--- src/rtl/rvsteel_uart_fifo_pkg.sv ---
// Shared constants for the buffered UART front end: register offsets,
// STATUS bit positions and engine state encodings.
package rvsteel_uart_fifo_pkg;

    // Register offsets, identical on the CPU side and the UART side
    localparam logic [4:0] REG_TXDATA = 5'h00;
    localparam logic [4:0] REG_RXDATA = 5'h04;
    localparam logic [4:0] REG_STATUS = 5'h08;

    // STATUS register bit positions
    localparam int ST_TX_NOT_FULL  = 0;
    localparam int ST_RX_NOT_EMPTY = 1;
    localparam int ST_TX_IDLE      = 2;
    localparam int ST_TX_OVF       = 3;
    localparam int ST_RX_OVF       = 4;
    localparam int ST_TX_CNT_LSB   = 8;
    localparam int ST_RX_CNT_LSB   = 16;

    // Engine states
    typedef logic [2:0] fsm_state_t;

    localparam fsm_state_t S_IDLE          = 3'd0;
    localparam fsm_state_t S_RX_READ       = 3'd1;
    localparam fsm_state_t S_RX_WAIT       = 3'd2;
    localparam fsm_state_t S_TX_POLL       = 3'd3;
    localparam fsm_state_t S_TX_POLL_WAIT  = 3'd4;
    localparam fsm_state_t S_TX_WRITE      = 3'd5;
    localparam fsm_state_t S_TX_WRITE_WAIT = 3'd6;

endpackage

--- src/rtl/rvsteel_sync_fifo.sv ---
// Synchronous first-word-fall-through FIFO used for the TX and RX buffers.
// Ports: clock, reset (sync, active-high), push_i/push_data_i, pop_i,
// head_o (current head), full_o, empty_o, count_o.
module rvsteel_sync_fifo
    import rvsteel_uart_fifo_pkg::*;
#(
    parameter int WIDTH = 8,
    parameter int DEPTH = 16,
    localparam int AW = $clog2(DEPTH),
    localparam int CW = AW + 1
) (
    input  logic             clock,
    input  logic             reset,
    input  logic             push_i,
    input  logic [WIDTH-1:0] push_data_i,
    input  logic             pop_i,
    output logic [WIDTH-1:0] head_o,
    output logic             full_o,
    output logic             empty_o,
    output logic [CW-1:0]    count_o
);

    logic [WIDTH-1:0] mem_q [DEPTH];
    logic [AW-1:0]    wr_ptr_q;
    logic [AW-1:0]    rd_ptr_q;
    logic [CW-1:0]    count_q;
    logic             do_push;
    logic             do_pop;

    assign empty_o = (count_q == '0);
    assign full_o  = (count_q == CW'(DEPTH));
    assign count_o = count_q;
    assign head_o  = mem_q[rd_ptr_q];

    // A pop on empty is ignored; a push into a full FIFO is only
    // accepted when a real pop frees the slot in the same cycle.
    assign do_pop  = pop_i && !empty_o;
    assign do_push = push_i && (!full_o || do_pop);

    always_ff @(posedge clock) begin
        if (reset) begin
            wr_ptr_q <= '0;
            rd_ptr_q <= '0;
            count_q  <= '0;
        end else begin
            // DEPTH is a power of two, so pointers wrap naturally
            if (do_push) wr_ptr_q <= wr_ptr_q + 1'b1;
            if (do_pop) rd_ptr_q <= rd_ptr_q + 1'b1;
            count_q <= count_q + CW'(do_push) - CW'(do_pop);
        end
    end

    always_ff @(posedge clock) begin
        if (do_push) mem_q[wr_ptr_q] <= push_data_i;
    end

endmodule

--- src/rtl/rvsteel_uart_fifo.sv ---
// Buffered front end for rvsteel_uart: CPU writes fill a TX FIFO drained by
// an engine that polls the UART, and UART receive interrupts are serviced
// into an RX FIFO the CPU reads later.
// Ports: CPU side clock/reset, rw_address, read_*, write_*, irq; UART side
// uart_rw_address, uart_read_*, uart_write_*, uart_irq, uart_irq_response.
// Optional macro RVSTEEL_UART_FIFO_IRQ_EN drives irq from RX non-empty;
// without it irq is tied low.
module rvsteel_uart_fifo
    import rvsteel_uart_fifo_pkg::*;
#(
    parameter int TX_FIFO_DEPTH = 16,
    parameter int RX_FIFO_DEPTH = 16
) (
    input  logic        clock,
    input  logic        reset,
    input  logic [4:0]  rw_address,
    output logic [31:0] read_data,
    input  logic        read_request,
    output logic        read_response,
    input  logic [7:0]  write_data,
    input  logic        write_request,
    output logic        write_response,
    output logic        irq,
    output logic [4:0]  uart_rw_address,
    input  logic [31:0] uart_read_data,
    output logic        uart_read_request,
    input  logic        uart_read_response,
    output logic [7:0]  uart_write_data,
    output logic        uart_write_request,
    input  logic        uart_write_response,
    input  logic        uart_irq,
    output logic        uart_irq_response
);

    localparam int TXCW = $clog2(TX_FIFO_DEPTH) + 1;
    localparam int RXCW = $clog2(RX_FIFO_DEPTH) + 1;

    fsm_state_t state_q;
    fsm_state_t state_d;

    logic [31:0] read_data_q;
    logic [31:0] read_data_d;
    logic        read_response_q;
    logic        write_response_q;
    logic        tx_ovf_q;
    logic        tx_ovf_d;
    logic        rx_ovf_q;
    logic        rx_ovf_d;

    logic            cpu_wr_tx;
    logic            cpu_rd_rx;
    logic            cpu_rd_st;
    logic            tx_pop;
    logic [7:0]      tx_head;
    logic            tx_full;
    logic            tx_empty;
    logic [TXCW-1:0] tx_count;
    logic            rx_push;
    logic [7:0]      rx_head;
    logic            rx_full;
    logic            rx_empty;
    logic [RXCW-1:0] rx_count;
    logic            tx_drop;
    logic            rx_drop;
    logic [31:0]     status;
    logic            unused_bits;

    assign unused_bits = ^uart_read_data[31:8];

    assign cpu_wr_tx = write_request && (rw_address == REG_TXDATA);
    assign cpu_rd_rx = read_request && (rw_address == REG_RXDATA);
    assign cpu_rd_st = read_request && (rw_address == REG_STATUS);

    assign tx_pop  = (state_q == S_TX_WRITE);
    assign rx_push = (state_q == S_RX_WAIT) && uart_read_response;

    // A full FIFO is never empty, so any CPU RXDATA read (or engine TX
    // write) is a real pop that makes room for the incoming byte.
    assign tx_drop = cpu_wr_tx && tx_full && !tx_pop;
    assign rx_drop = rx_push && rx_full && !cpu_rd_rx;

    rvsteel_sync_fifo #(
        .WIDTH (8),
        .DEPTH (TX_FIFO_DEPTH)
    ) u_tx_fifo (
        .clock       (clock),
        .reset       (reset),
        .push_i      (cpu_wr_tx),
        .push_data_i (write_data),
        .pop_i       (tx_pop),
        .head_o      (tx_head),
        .full_o      (tx_full),
        .empty_o     (tx_empty),
        .count_o     (tx_count)
    );

    rvsteel_sync_fifo #(
        .WIDTH (8),
        .DEPTH (RX_FIFO_DEPTH)
    ) u_rx_fifo (
        .clock       (clock),
        .reset       (reset),
        .push_i      (rx_push),
        .push_data_i (uart_read_data[7:0]),
        .pop_i       (cpu_rd_rx),
        .head_o      (rx_head),
        .full_o      (rx_full),
        .empty_o     (rx_empty),
        .count_o     (rx_count)
    );

    // Engine next state; receive service has priority over transmit
    always_comb begin
        state_d = state_q;
        case (state_q)
            S_IDLE: begin
                if (uart_irq) state_d = S_RX_READ;
                else if (!tx_empty) state_d = S_TX_POLL;
            end
            S_RX_READ: state_d = S_RX_WAIT;
            S_RX_WAIT: begin
                if (uart_read_response) state_d = S_IDLE;
            end
            S_TX_POLL: state_d = S_TX_POLL_WAIT;
            S_TX_POLL_WAIT: begin
                if (uart_read_response) begin
                    state_d = uart_read_data[0] ? S_TX_WRITE : S_IDLE;
                end
            end
            S_TX_WRITE: state_d = S_TX_WRITE_WAIT;
            S_TX_WRITE_WAIT: begin
                if (uart_write_response) state_d = S_IDLE;
            end
            default: state_d = S_IDLE;
        endcase
    end

    // UART-side outputs are pure decodes of the engine state
    always_comb begin
        uart_rw_address    = 5'h00;
        uart_read_request  = 1'b0;
        uart_write_request = 1'b0;
        uart_write_data    = 8'h00;
        uart_irq_response  = 1'b0;
        case (state_q)
            S_RX_READ: begin
                uart_rw_address   = REG_RXDATA;
                uart_read_request = 1'b1;
                uart_irq_response = 1'b1;
            end
            S_TX_POLL: begin
                uart_rw_address   = REG_STATUS;
                uart_read_request = 1'b1;
            end
            S_TX_WRITE: begin
                uart_rw_address    = REG_TXDATA;
                uart_write_data    = tx_head;
                uart_write_request = 1'b1;
            end
            default: ;
        endcase
    end

    always_comb begin
        status                 = 32'h0;
        status[ST_TX_NOT_FULL]  = !tx_full;
        status[ST_RX_NOT_EMPTY] = !rx_empty;
        status[ST_TX_IDLE]      = tx_empty && (state_q == S_IDLE);
        status[ST_TX_OVF]       = tx_ovf_q;
        status[ST_RX_OVF]       = rx_ovf_q;
        status[ST_TX_CNT_LSB +: 8] = 8'(tx_count);
        status[ST_RX_CNT_LSB +: 8] = 8'(rx_count);
    end

    always_comb begin
        read_data_d = 32'h0;
        if (cpu_rd_rx) begin
            read_data_d = rx_empty ? 32'h0 : {24'h0, rx_head};
        end else if (cpu_rd_st) begin
            read_data_d = status;
        end
    end

    // Sticky flags: a STATUS read clears them for the next cycle, but a
    // new overflow in the read cycle survives so no event is lost.
    always_comb begin
        tx_ovf_d = tx_ovf_q;
        rx_ovf_d = rx_ovf_q;
        if (cpu_rd_st) begin
            tx_ovf_d = 1'b0;
            rx_ovf_d = 1'b0;
        end
        if (tx_drop) tx_ovf_d = 1'b1;
        if (rx_drop) rx_ovf_d = 1'b1;
    end

    always_ff @(posedge clock) begin
        if (reset) begin
            state_q          <= S_IDLE;
            read_data_q      <= 32'h0;
            read_response_q  <= 1'b0;
            write_response_q <= 1'b0;
            tx_ovf_q         <= 1'b0;
            rx_ovf_q         <= 1'b0;
        end else begin
            state_q          <= state_d;
            read_data_q      <= read_data_d;
            read_response_q  <= read_request;
            write_response_q <= write_request;
            tx_ovf_q         <= tx_ovf_d;
            rx_ovf_q         <= rx_ovf_d;
        end
    end

    assign read_data      = read_data_q;
    assign read_response  = read_response_q;
    assign write_response = write_response_q;

`ifdef RVSTEEL_UART_FIFO_IRQ_EN
    logic irq_q;

    always_ff @(posedge clock) begin
        if (reset) irq_q <= 1'b0;
        else irq_q <= (rx_count != '0);
    end

    assign irq = irq_q;
`else
    assign irq = 1'b0;
`endif

endmodule

--- config.mk ---
export PLATFORM = sky130hd
export DESIGN_NAME = rvsteel_uart_fifo
export DESIGN_NICKNAME = d
export VERILOG_FILES = /design/src/rtl/rvsteel_uart_fifo_pkg.sv /design/src/rtl/rvsteel_sync_fifo.sv /design/src/rtl/rvsteel_uart_fifo.sv
export SDC_FILE = /design/constraint.sdc
export NUM_CORES = 1
export LEC_CHECK = 0
export CAP_MARGIN = 10
export CORE_UTILIZATION = 37
export DETAILED_ROUTE_END_ITERATION = 8
export HOLD_SLACK_MARGIN = 0.02
export PLACE_DENSITY = 0.66
export SETUP_SLACK_MARGIN = 0.1
export SYNTH_ARGS = -nofsm -noshare
export SYNTH_HDL_FRONTEND = slang
export SYNTH_SLANG_ARGS = --single-unit
--- constraint.sdc ---
create_clock -name clock -period 4.09 [get_ports clock]
set_input_delay 0.6135 -clock clock [delete_from_list [all_inputs] [get_ports clock]]
set_output_delay 0.6135 -clock clock [all_outputs]
set_load 0.01 [all_outputs]
* After elaboration in Yosys (flattened, before gate mapping) *
Memory sizes are Yosys's and may differ from the RTL's. A register that Yosys moved wholly into a read port is not among the register bits.
Cells that the tools add are included.
W data, S select, Z words.

word-level totals
  word-level logic and storage cells = 91
  bits in registers = 65
  RAM bits = 256
  bits in read-only memories = 0
  memories kept = 2
  output and inout port bits = 51
  latch bits = 0
  bits of input ports = 52

memories
  name             depth  width  read ports  clocked after memory_dff  write ports  line                     text
  u_rx_fifo.mem_q  16     8      1           1                         1            rvsteel_sync_fifo.sv:23  logic [WIDTH-1:0] mem_q [DEPTH];
  u_tx_fifo.mem_q  16     8      1           1                         1            rvsteel_sync_fifo.sv:23

cells by class
  add/sub/neg operators = 8
  multiplexer cells = 26
  equal/unequal tests = 14
  multipliers = 0
  shift-type cells = 0
  reductions and logical operators = 29
  bitwise gates (word level) = 0
  order comparisons = 0
  div/mod/pow operators = 0

operators with widths
  operator               number
  $mux W21               2
  $pmux W3 S7            1
  $mux W3                6
  $add A4 B1 Y4 const B  4
  $mux W4                4
  $mux W8                2
  $logic_not A5 Y1       3
  $logic_and A1 B1 Y1    13
  $add A5 B1 Y5          2
  $eq A5 B5 Y1 const B   2
  $mux W1                10
  $sub A5 B1 Y5          2
  $eq A3 B3 Y1 const B   3
  $pmux W4 S2            1
  $eq A3 B2 Y1 const B   2
  $logic_not A1 Y1       6
  $ne A2 B2 Y1 const B   3
  $eq A5 B3 Y1 const B   1
  $eq A5 B4 Y1 const B   1
  $reduce_and A4 Y1      1
  $reduce_bool A2 Y1     2
  $eq A3 B1 Y1 const B   1
  $logic_not A3 Y1       1
  $ne A3 B3 Y1 const B   1
  2 further kinds        3

* Depth between registers and ports, before layout *
Gate-level depths: netlist of run 1.

  depth after elaboration = 7
  depth in mapped cells = 12
  depth with buffers taken out = 12

* Cells and area by module *
From an unflattened synthesis of run 1, not the netlist that was laid out.

unflattened totals
  cell total of the unflattened synthesis = 744
  area, all modules = 12829.8 um^2

modules (own cells, without submodules)
  module                         cells each  area each (um^2)  times used
  rvsteel_sync_fifo (u_rx_fifo)  309         5820.6            1
  rvsteel_sync_fifo (u_tx_fifo)  309         5819.3            1
  rvsteel_uart_fifo              126         1189.9            1

* Least setup slack after synthesis of run 1 *
Ideal clock, no wire load.

  kind = reg2reg
  start point = register u_tx_fifo.count_q[3], in the netlist u_tx_fifo.count_o[3]
  end point = register u_tx_fifo.count_q[4], in the netlist u_tx_fifo.count_o[4]
  path buffers = 0
  required time = 4020 ps
  arrival = 2916 ps
  cell stages (with the launch flop) = 13
  setup slack = 1103 ps
  period minus slack after synthesis = 2987 ps
  cell sequence = dfxtp_1 inv_1 ha_1 nor4b_1 nor2_1 ha_1 inv_1 ha_1 fa_1 a21oi_1 nor2_1 or3_1 a21oi_1

on the way
  cells in the longest elaborated chain, start to end = 7
  elaborated cells on any way between the ends = 9

ends and longest elaborated chain
  what                    line                     text
  from (decl)             rvsteel_sync_fifo.sv:26  logic [CW-1:0] count_q;
  from (signal assigned)  rvsteel_sync_fifo.sv:49  count_q <= count_q + CW'(do_push) - CW'(do_pop);
  $logic_not A5 Y1 *      rvsteel_sync_fifo.sv:30  assign empty_o = (count_q == '0);
  $logic_not A1 Y1 *      rvsteel_sync_fifo.sv:37  assign do_pop = pop_i && !empty_o;
  $logic_and A1 B1 Y1 *   rvsteel_sync_fifo.sv:37
  net u_tx_fifo.do_pop    rvsteel_sync_fifo.sv:28  logic do_pop;
  $logic_or A1 B1 Y1      rvsteel_sync_fifo.sv:38  assign do_push = push_i && (!full_o || do_pop);
  $logic_and A1 B1 Y1     rvsteel_sync_fifo.sv:38
  $add A5 B1 Y5           rvsteel_sync_fifo.sv:49
  $sub A5 B1 Y5 *         rvsteel_sync_fifo.sv:49

The timed path passes the listed nets; every way through them passes the cells marked *.
A chain may end at the register's enable or synchronous reset.

==> impl_metrics.tcl, run 1 <==
set metrics [dict create \
    cts_sinks 315 \
    seq_power_share_pct 52.8 \
    ctsResizeCount 0 \
    status "finished clean" \
    cts_tree "built" \
    fin_skew_ns 0.0205 \
    regArea_um2 8870 \
    wl_per_cell_um 19.0 \
    synthArstFlopShare_pct 0 \
    p_sw_w 0.00137 \
    avgSynthCellArea_um2 17.1 \
    synthesis.area_um2 12700 \
    drv_cap 0 \
    ctsHoldBuffers 0 \
    crit_chain "mux4_2 -> and2_1 -> a211oi_1 -> a211oi_1 -> clkdlybuf4s50_1" \
    clockPowerShare_pct 43.9 \
    n_antenna_cell 0 \
    grt_pass1_wl_um 37600 \
    die_x_um 187 \
    overflow 0 \
    rsz0062_at_grt "false" \
    ys.flop_type "edfxtp_1" \
    setup_viol 0 \
    synth-compound-area-share_pct 3.24 \
    post_synth_main_area_contributors "edfxtp_1, mux4_2, dfxtp_1" \
    grtUsageTotal_pct 14.1 \
    max_slew_margin_pct 30.9 \
    cts_setup_buffers 0 \
    std_cell_rows 67 \
    final_cell_count_no_fill 1285 \
    io_pins 103 \
    p_comb_share_pct 3.4 \
    synth_seq_cells 315 \
    synthSimpleGateAreaFrac_pct 6.92 \
    cts-root-buf "clkbuf_16" \
    syn_to_final_growth_pct 16.6 \
    antenna_found_initial 1 \
    p_int_w 0.00527 \
    finalHoldViolCount 0 \
    hp-class "flop to flop" \
    crit_fanout 27 \
    drt_iter0_markers 434 \
    grt_pass1_vias 6517 \
    synthCells 740 \
    portBuffers 60 \
    synthMuxAreaShare_pct 13.5 \
    critPathMaxStageDelay_ns 0.93 \
    yosysWarnings 0 \
    place.gp.congestion 0.788 \
    yosysSeqAreaShare_pct 69.9 \
    synth_top_area_share_pct 60.6 \
    pwr_density_cell_nw_per_um2 449 \
    cp_data_required_time_ns 3.48 \
    fmax_mhz 269 \
    start_util_pct 37.7 \
    ant_nets 0 \
    crit_path_top_delay_cell "dfxtp_2" \
    synth_top_area_cell "edfxtp_1" \
    yosysUniqueCellTypes 58 \
    drc 0 \
    multi_input_area_um2 3520 \
    layout.nets 890 \
    clk-insertion-delay-late_ns 0.52 \
    final_cell_mix "edfxtp_1, clkdlybuf4s50_1, mux4_2" \
    cp.arrival_ns 3.10 \
    die_area_um2 35000 \
    whs_ns 0.501 \
    drive_gt1_share_pct 15.9 \
    ir_drop_mv 0.358 \
    vias_per_cell 5.08 \
    end_kind "output port" \
    cts_made_buffers 34 \
    finalCritPeriodShare_pct 90.8 \
    critPathLaunchType "flop" \
    core_um2 33600 \
    hold_depth 2 \
    synth_fa_ha_area_share_pct 2.49 \
    die_h_um 187 \
    grt_max_degree 54 \
    vias 6522 \
    switching_share_pct 20.6 \
    synth_edf_count 256 \
    h-tree-depth 2 \
    p_leak_nw 4.76 \
    path_common_cell "a211oi_1" \
    clockBufferDepth 3 \
    synth_xor_xnor_area_share_pct 1.04 \
    critical_path_class "flop to output port" \
    fillCellCount 2944 \
    finalCriticalPeriod_ns 3.71 \
    dp_hpwl_um 15600 \
    tightest_slew_ns 1.04 \
    clk_pin_slew_worst_paths_ns 0.06 \
    synth_top_family_by_area "multiplexers" \
    reg2regPathDepth 12 \
    drt_first_pass_iters 4 \
    placedCellCount 1226 \
    final_common_cell "edfxtp_1" \
    wl_um 24400 \
    maxSlewViolCount 0 \
    setup_tns_ns 0 \
]
-- layout make-up --
type | count | area share (%)
Clock buffer | 46 | 6.13
Clock inverter | 13 | 1.10
Inverter | 21 | 0.533
Multi-Input combinational cell | 370 | 23.8
Sequential cell | 315 | 60.0
Tap cell | 448 | 3.79
Timing Repair Buffer | 72 | 4.64
-- worst paths after layout --
kind                        startpoint                    to  slack, ns
setup / recovery                  flop    uart_write_data[1]       0.38
hold / removal                tx_ovf_q              tx_ovf_q       0.50
setup reg to reg  u_rx_fifo.count_o[3]  u_rx_fifo.count_o[4]       1.03
hold reg to reg               tx_ovf_q              tx_ovf_q       0.50
-- power groups by stage --
stage | Clock (W) | Sequential (W) | Combinational, W
after CTS | 0.00298 | 0.00350 | 0.000225
after floorplan | 0 | 0.00356 | 0.000139
after global placement | 0 | 0.00357 | 0.000217
final | 0.00291 | 0.00350 | 0.000224
after detailed placement | 0 | 0.00357 | 0.000224
after global routing | 0.00311 | 0.00350 | 0.000247
-- per-stage QoR --
stage	util [%]	setup WS (ns)	area (um2)	total power (W)
floorplan	-	1.10	12700	0.00370
global placement	40.8	0.576	13700	0.00379
detailed placement	40.8	0.583	13700	0.00379
CTS	44.0	0.320	14800	0.00671
global route	44.0	0.202	14800	0.00686
finish	44.0	0.376	14800	0.00664
-- cell usage after synthesis, types with 18 or more instances --
library cell and n:
edfxtp_1 256, dfxtp_1 59, mux4_2 58, mux2i_1 34
nor2_1 32, and3_1 24, ha_1 22, a21oi_1 20
inv_1 20, buf_4 19, nor2b_1 19, nand2_1 18
-- kinds of logic after synthesis --
| group | after synthesis |
|---|---|
| adder cells (fa/ha/maj) | 24 |
| flip-flops | 315 |
| XOR/XNOR | 15 |
| multiplexers | 98 |
| buffers and inverters | 72 |
| AND/OR/NAND/NOR | 155 |
| other | 1 |
| AO/OA/AOI/OAI | 60 |
-- sequential cells by signal, indices dropped and copies added, names as in the netlist, named ones only --
signal and cells:
state_q 3, read_data 18, u_rx_fifo.wr_ptr_q 4, u_tx_fifo.rd_ptr_q 4, read_response 1, u_rx_fifo.mem_q 128, u_tx_fifo.wr_ptr_q 4, u_tx_fifo.mem_q 128
u_rx_fifo.rd_ptr_q 4, u_rx_fifo.count_o 5, tx_ovf_q 1, rx_ovf_q 1, u_tx_fifo.count_o 5, write_response 1
-- metal layers --
layer / wire length [um] / up-vias / global-route usage (%)
li1: - / 3000 / -
met1: 10500 / 3304 / 18.5
met2: 12100 / 174 / 23.6
met3: 1310 / 44 / 2.55
met4: 546 / 0 / 4.57
met5: 0 / - / 0
-- worst max-delay path: cells and delay by family (launching register included) --
kind                   cells  cell delay (ns)
buffers and inverters      1             0.54
AOI/OAI and AO/OA          2             0.32
and+or+nand+nor            1             0.17
muxes                      1             0.60
DFF                        1             0.93
No activity file was read; power rests on OpenSTA's default activity.
==> run 2, diff against run 1 <==
- SETUP_SLACK_MARGIN: 0.1 -> 0.02
==> results of run 2 <==
No change in the layout: final DEF, timing and power equal those of run 1.
==> run 3, diff against run 2 <==
- CTS_CLUSTER_SIZE: default -> 14
- PLACE_DENSITY: 0.66 -> 0.68
- clock period: 4.09 -> 3.1 ns (I/O delays scaled with it)
==> impl_metrics.tcl, run 3 (same netlist as run 1, synthesis figures left out) <==
set metrics [dict create \
    io_pins 103 \
    fmax_mhz 338 \
    dp_hpwl_um 16200 \
    finalCritPeriodShare_pct 95.5 \
    drive_gt1_share_pct 22.9 \
    critPathLaunchType "flop" \
    overflow 0 \
    hold_depth 2 \
    rsz0062_at_grt "false" \
    clk-insertion-delay-late_ns 0.52 \
    finalHoldViolCount 0 \
    vias_per_cell 4.95 \
    multi_input_area_um2 3530 \
    drt_first_pass_iters 4 \
    fin_skew_ns 0.0293 \
    antenna_found_initial 0 \
    seq_power_share_pct 51.6 \
    cts_sinks 315 \
    switching_share_pct 20.5 \
    pwr_density_cell_nw_per_um2 577 \
    reg2reg_slack_ns 0.35 \
    finalCriticalPeriod_ns 2.96 \
    crit_path_top_delay_cell "clkdlybuf4s50_1" \
    max_slew_margin_pct 52.2 \
    die_area_um2 35000 \
    clockBufferDepth 3 \
    wl_um 24700 \
    start_util_pct 37.7 \
    grtUsageTotal_pct 14.2 \
    die_h_um 187 \
    cp_data_required_time_ns 2.63 \
    regArea_um2 8870 \
    syn_to_final_growth_pct 22.3 \
    drc 0 \
    cts-root-buf "clkbuf_16" \
    drt_iter0_markers 333 \
    place.gp.congestion 0.769 \
    setup_viol 0 \
    final_common_cell "edfxtp_1" \
    critPathMaxStageDelay_ns 0.57 \
    p_sw_w 0.00184 \
    maxSlewViolCount 0 \
    cts_tree "built" \
    vias 6676 \
    fillCellCount 2891 \
    layout.nets 950 \
    grt_max_degree 21 \
    n_antenna_cell 0 \
    cp_num_buf_inv 2 \
    p_comb_share_pct 3.8 \
    crit_chain "buf_12 -> mux4_2 -> mux2i_1 -> or2_2 -> a21oi_2 -> clkdlybuf4s50_1" \
    fin_ws_ns 0.141 \
    p_int_w 0.00712 \
    worstSetupPathDepth 6 \
    core_um2 33600 \
    h-tree-depth 2 \
    grt_pass1_wl_um 38200 \
    tightest_slew_ns 0.716 \
    whs_endpoint "u_rx_fifo.rd_ptr_q[3]" \
    clk_pin_slew_worst_paths_ns 0.06 \
    cp.arrival_ns 2.49 \
    reg2regPathDepth 12 \
    wl_per_cell_um 18.3 \
    crit_fanout 10 \
    rr_endpoint "u_tx_fifo.count_o[4]" \
    ir_drop_mv 0.348 \
    clockPowerShare_pct 44.7 \
    pre_cts_ws_ns -0.0789 \
    cp_top_family "buffers and inverters" \
    final_cell_mix "edfxtp_1, mux4_2, clkdlybuf4s50_1" \
    end_kind "output port" \
    portBuffers 60 \
    cts_made_buffers 35 \
    status "finished clean" \
    die_x_um 187 \
    grt_pass1_vias 6899 \
    r2r-start "u_tx_fifo.count_o[3]" \
    drv_cap 0 \
    final_cell_count_no_fill 1349 \
    utilization_pct 46.1 \
    ant_nets 0 \
    std_cell_rows 67 \
    p_leak_nw 5.19 \
    placedCellCount 1279 \
    hp-class "input port to flop" \
    min-delay-start "reset" \
    critical_path_class "flop to output port" \
]
## run 3: cell count changes in the layout (fill, tap and decap cells not counted), sizes merged, moves of 2 or more
cell,delta
buf,+58
clkbuf,+10
clkdlybuf4s50,-2
clkinv,-5
inv,+2
## run 3: layout make-up
type	instances	share of cell area [%]
clock inverters	9	0.766
repair buffers	131	8.55
multi-input cells	370	22.8
flip-flops and latches	315	57.2
clock buffers	55	6.57
inverters	21	0.516
well taps	448	3.61
## run 3: routing by layer
| layer | GRT usage (%) | part of all wire [%] |
|---|---|---|
| met2 | 25.0 | 52 |
| met1 | 17.8 | 42 |
| met4 | 4.04 | 1.7 |
| met5 | 0 | 0 |
| met3 | 2.63 | 4.7 |
## run 3: worst max path at each step
stage | startpoint | slack, ns | to
6_report | flop | 0.14 | uart_write_data[2]
5_1_grt | flop | 0.03 | uart_write_data[5]
4_1_cts | flop | 0.04 | uart_write_data[4]
3_5_place_dp | rw_address[0] | -0.08 | u_rx_fifo.count_o[4]
3_3_place_gp | rw_address[0] | -0.02 | u_rx_fifo.count_o[4]
2_1_floorplan | u_tx_fifo.count_o[3] | 0.11 | u_tx_fifo.count_o[4]
## run 3: through the flow
stage | TNS (ns) | cell area, um2 | total power (W) | hold WS (ns)
after floorplan | 0 | 12700 | 0.00488 | 0.437
after global placement | -0.0205 | 14300 | 0.00503 | 0.487
after detailed placement | -0.0789 | 14300 | 0.00504 | 0.489
after CTS | 0 | 15500 | 0.00905 | 0.295
after global routing | 0 | 15500 | 0.00923 | 0.336
final | 0 | 15500 | 0.00895 | 0.312
## run 3: power groups by stage
stage | logic [W] | registers (W) | clock network [W]
CTS | 0.000340 | 0.00461 | 0.00409
finish | 0.000338 | 0.00461 | 0.00400
global route | 0.000371 | 0.00462 | 0.00425
global placement | 0.000329 | 0.00470 | 0
floorplan | 0.000183 | 0.00470 | 0
detailed placement | 0.000338 | 0.00470 | 0
## run 3: repair_timing
item,in CTS,in global routing
hold buffers,0,0
endpoints found under the setup margin,8,4
buffers inserted,5,0
gates resized for setup,3,7
hold endpoints to repair,0,0
cloned,0,1
